==> src/rtl/e1_rx_framer_pkg.sv <==
// Shared E1 framing definitions: frame alignment word, frame geometry and
// the receive-side check positions derived from them.
package e1_rx_framer_pkg;

    localparam logic [6:0]  FAS_PATTERN   = 7'b0011011;
    localparam int unsigned FRAME_LEN     = 256;
    // TS0 bit 2 as it sits inside the checked byte {shreg[6:0], in_data}
    localparam int unsigned NFAS_BIT2_IDX = 6;

    localparam logic [8:0]  FAS_CHK_POS   = 9'd7;
    localparam logic [8:0]  NFAS_CHK_POS  = 9'(FRAME_LEN + 7);
    localparam logic [8:0]  POS_AFTER_FAS = 9'd8;

    function automatic logic fas_match(input logic [7:0] chk_byte);
        return chk_byte[6:0] == FAS_PATTERN;
    endfunction

endpackage

==> src/rtl/e1_rx_framer.sv <==
// E1 receive framer: hunts for the FAS, confirms with NFAS bit 2 and a second
// FAS, then tags every bit with its timeslot/bit position while aligned.
module e1_rx_framer
    import e1_rx_framer_pkg::*;
(
    input  logic       clk,
    input  logic       rst,
    input  logic       in_data,
    input  logic       in_valid,
    output logic       out_data,
    output logic       out_valid,
    output logic [4:0] out_ts,
    output logic [2:0] out_bit,
    output logic       out_odd,
    output logic       out_aligned,
    output logic       out_err_fas,
    output logic       out_loss
);

    typedef enum logic [1:0] {
        SEARCH,
        CHK_NFAS,
        CHK_FAS,
        ALIGNED
    } state_t;

    state_t     state;
    state_t     state_nxt;
    logic [7:0] shreg;
    logic [8:0] pos;
    logic [8:0] pos_nxt;
    logic [1:0] err_cnt;
    logic [1:0] err_cnt_nxt;
    logic       err_nxt;
    logic       loss_nxt;
    logic [7:0] chk;

    assign chk = {shreg[6:0], in_data};

    always_comb begin
        state_nxt   = state;
        pos_nxt     = pos;
        err_cnt_nxt = err_cnt;
        err_nxt     = 1'b0;
        loss_nxt    = 1'b0;
        if (in_valid) begin
            pos_nxt = pos + 9'd1;
            unique case (state)
                SEARCH: begin
                    // The position counter only runs once a candidate FAS is seen
                    pos_nxt = pos;
                    if (fas_match(chk)) begin
                        pos_nxt   = POS_AFTER_FAS;
                        state_nxt = CHK_NFAS;
                    end
                end
                CHK_NFAS: begin
                    if (pos == NFAS_CHK_POS)
                        state_nxt = chk[NFAS_BIT2_IDX] ? CHK_FAS : SEARCH;
                end
                CHK_FAS: begin
                    if (pos == FAS_CHK_POS)
                        state_nxt = fas_match(chk) ? ALIGNED : SEARCH;
                end
                ALIGNED: begin
                    if (pos == FAS_CHK_POS) begin
                        if (fas_match(chk)) begin
                            err_cnt_nxt = '0;
                        end else begin
                            err_nxt = 1'b1;
                            if (err_cnt == 2'd2) begin
                                loss_nxt    = 1'b1;
                                err_cnt_nxt = '0;
                                state_nxt   = SEARCH;
                            end else begin
                                err_cnt_nxt = err_cnt + 2'd1;
                            end
                        end
                    end
                end
                default: state_nxt = SEARCH;
            endcase
        end
    end

    always_ff @(posedge clk or posedge rst) begin
        if (rst) begin
            state   <= SEARCH;
            pos     <= '0;
            shreg   <= '0;
            err_cnt <= '0;
        end else begin
            state   <= state_nxt;
            pos     <= pos_nxt;
            err_cnt <= err_cnt_nxt;
            if (in_valid)
                shreg <= chk;
        end
    end

    // Position fields hold their last value between strobes
    always_ff @(posedge clk or posedge rst) begin
        if (rst) begin
            out_valid   <= 1'b0;
            out_data    <= 1'b0;
            out_ts      <= '0;
            out_bit     <= '0;
            out_odd     <= 1'b0;
            out_err_fas <= 1'b0;
            out_loss    <= 1'b0;
        end else begin
            out_valid   <= in_valid && (state == ALIGNED);
            out_err_fas <= err_nxt;
            out_loss    <= loss_nxt;
            if (in_valid && (state == ALIGNED)) begin
                out_data <= in_data;
                out_ts   <= pos[7:3];
                out_bit  <= pos[2:0];
                out_odd  <= pos[8];
            end
        end
    end

    assign out_aligned = (state == ALIGNED);

endmodule
==> config.mk <==
export PLATFORM = sky130hd
export DESIGN_NAME = e1_rx_framer
export DESIGN_NICKNAME = d
export VERILOG_FILES = /design/src/rtl/e1_rx_framer_pkg.sv /design/src/rtl/e1_rx_framer.sv
export SDC_FILE = /design/constraint.sdc
export NUM_CORES = 1
export LEC_CHECK = 0
export ABC_AREA = 1
export BUFFER_PORTS_ARGS = -buffer_cell sky130_fd_sc_hd__buf_2
export CORE_AREA = 4 4 77 79
export CTS_BUF_LIST = sky130_fd_sc_hd__clkbuf_8
export DETAILED_ROUTE_END_ITERATION = 16
export DIE_AREA = 0 0 81 83
export HOLD_SLACK_MARGIN = 0.1
export PLACE_DENSITY = 0.54
export SYNTH_ARGS = -nofsm -noshare
export SYNTH_HDL_FRONTEND = slang
export SYNTH_SLANG_ARGS = --single-unit
==> constraint.sdc <==
create_clock -name clk -period 4.1 [get_ports clk]
set_input_delay 0.41 -clock clk [delete_from_list [all_inputs] [get_ports clk]]
set_output_delay 0.41 -clock clk [all_outputs]
set_load 0.05 [all_outputs]
==> flow_summary.ini <==
[finish]
layout_commonest_cell = nand2_1
layout_common_cells = 54 x nand2_1, 32 x dfrtp_1, 23 x o21ai_0, 20 x inv_1, 17 x buf_2
nets = 207
diodes = 0
area_growth_pct = 16.9
finalInstanceArea_um2 = 1770
drive_gt1_frac = 0.192
final_util = 0.332
fillCellCount = 595

[logic_synthesis]
seq_area_frac_synth = 0.528
synth_cells = 180
synth_top_area_share = 0.528
ys.warnings.count = 0
synth_top_area_cell = dfrtp_1
synth_cell_type_count = 23
synth_fp_nets = 185
ys_top_cells_by_area = dfrtp_1 53%, nand2_1 13%, o21ai_0 7.6%, inv_1 4.7%, nand3_1 3.6%
synth_seq_cells = 32
syn_area_per_cell_um2 = 8.43
synth_area_um2 = 1520

[detailed_routing]
drt-total-wl_um = 2900
drc = 0
drt_iter0_markers = 101
routedWlPerCell_um = 10.5
viasPerCell = 4.32
vias = 1189
ant_nets = 0
dr.pass1.iters = 4

[clock_network]
cts_tree = yes
clkSinkCount = 32
cts-htree-levels = 2
cts-root-buf = clkbuf_8
holdBufCountCts = 0
postCtsSetupRepairBufs = 0
clk_pin_slew_ns = 0.06
clock_latency_ns = 0.28
ctsResizeCount = 0
clk_path_buf_depth = 2
cts_buffers = 5

[sta]
fin_skew_ns = 0.00384
setup_ws_ns = 2.55
tns_ns = 0
whs_ns = 0.209
rsz0062_at_grt = no
setup_violations = 0
finalCritPeriodShare = 0.379
worst_slew_pin_slew_ns = 0.405
finalMaxSlewViolations = 0
slew_headroom = 0.730
hold_violations = 0
min_period_ns = 1.55
fmax_mhz = 643

[worst_setup_path]
path_depth = 3
crit_type = reg -> out
worstSetupEndpointType = primary output
cp_slowest_cell = dfrtp_1
rrSetupSlack_ns = 2.64
endpoint = out_aligned
crit_family = flip-flops
r2r-end = pos[6]
crit_path_start = state[1]
max_stage_delay_ns = 0.44
reg2reg_from = pos[0]
crit_chain = nand2_2 -> inv_1 -> buf_2
cp_max_fo = 6
cp.required_ns = 3.69
timing.critical_path.buf_inv = 2
startpoint_type = register
rr_worst_depth = 8
crit_arrival_ns = 1.14

[power_and_ir_drop]
powerDensity_nw_per_um2 = 668
peakVddDrop_v = 0.000242
leakagePower_nw = 0.903

[die]
core_area_um2 = 5340
die_area_um2 = 6720
initial_core_util = 0.284
ioPinCount = 18
rows = 27
die-width_um = 81
die_y_um = 83

[global_route]
overflow = 0
grt_usage = 0.0968
grt_antenna_before_repair = 0
grt_max_degree = 33
grt_pass1_vias = 1095
grt_pass1_wl_um = 5090

[placed_design]
dp_hpwl_um = 2130
post-place-ws_ns = 2.57
io_buffers = 17
placed_area_um2 = 1670
gp_congestion = 0.827

[status]
status = completed

[job]
maxCapViolations = 0

[hold_path]
hold_path.class = in -> async
==> per-stage QoR <==
step / power [mW] / instances
3_3_place_gp: 0.902 / 267
5_1_grt: 1.27 / 275
3_5_place_dp: 0.904 / 267
2_1_floorplan: 0.810 / 180
6_report: 1.18 / 275
4_1_cts: 1.20 / 275
==> where the power goes <==
group	internal [mW]	leakage [nW]	switching, mW
sequential	0.397	0.415	0.0601
clock	0.178	0.0593	0.112
combinational	0.109	0.429	0.329
total	0.683	0.903	0.501
==> worst min path at each step <==
stage	startpoint	endpoint	slack, ns	cells after the start
floorplan	err_cnt[0]	out_loss	0.46	1
global route	rst	out_bit[0]	0.25	3
CTS	rst	out_loss	0.22	3
global placement	out_bit[0]	out_bit[0]	0.45	2
finish	rst	out_err_fas	0.21	3
detailed placement	out_ts[1]	out_ts[1]	0.46	2
==> tightest hold or removal path, delay by kind of cell <==
family | cells | cell delay, ns
buffers and inverters | 3 | 0.49
==> Yosys cell counts <==
master	number
nor3_2	1
nor2_4	2
o21ai_1	1
o22ai_1	2
ha_1	1
inv_4	2
nor3_1	1
inv_2	1
nand2_1	54
a21oi_1	2
nor2_1	11
or2_2	1
dfrtp_1	32
nand2_4	2
buf_6	3
nand4_1	3
nor2_2	2
nand3_1	11
nand2_2	3
o211ai_1	1
xor2_1	2
o21ai_0	23
inv_1	19
==> per-layer routing <==
metal | up-vias | part of all wire | wire length [um] | global-route usage
li1 | 621 | - | - | -
met1 | 534 | 0.51 | 1480 | 0.138
met2 | 27 | 0.43 | 1240 | 0.133
met3 | 7 | 0.038 | 110 | 0.0206
met4 | 0 | 0.026 | 74 | 0.0553
met5 | - | 0 | 0 | 0
==> cell families (layout without fill, tap and decap cells) <==
| kind of cell | Yosys count | count (layout) | synth area share |
|---|---|---|---|
| adder cells (fa/ha/maj) | 1 | 1 | 0.00824 |
| AO/OA/AOI/OAI | 29 | 29 | 0.0989 |
| buffers and inverters | 25 | 48 | 0.0800 |
| AND/OR/NAND/NOR | 91 | 91 | 0.274 |
| XOR/XNOR | 2 | 2 | 0.0115 |
| flip-flops | 32 | 32 | 0.528 |
==> registers in the layout, summed over array words and instances (netlist names) <==
register	cells
shreg	6
pos	9
state	2
err_cnt	2
out_bit	3
out_valid	1
out_odd	1
out_loss	1
out_ts	5
out_data	1
out_err_fas	1
==> layout make-up <==
type / count / area, um2 / area share
inverters: 22 / 87.6 / 0.0494
flip-flops and latches: 32 / 801 / 0.451
repair buffers: 18 / 92.6 / 0.0522
clock buffers: 5 / 68.8 / 0.0388
multi-input cells: 123 / 596 / 0.336
clock inverters: 3 / 38.8 / 0.0219
well taps: 72 / 90.1 / 0.0508
No activity file was read; power rests on OpenSTA's default activity.
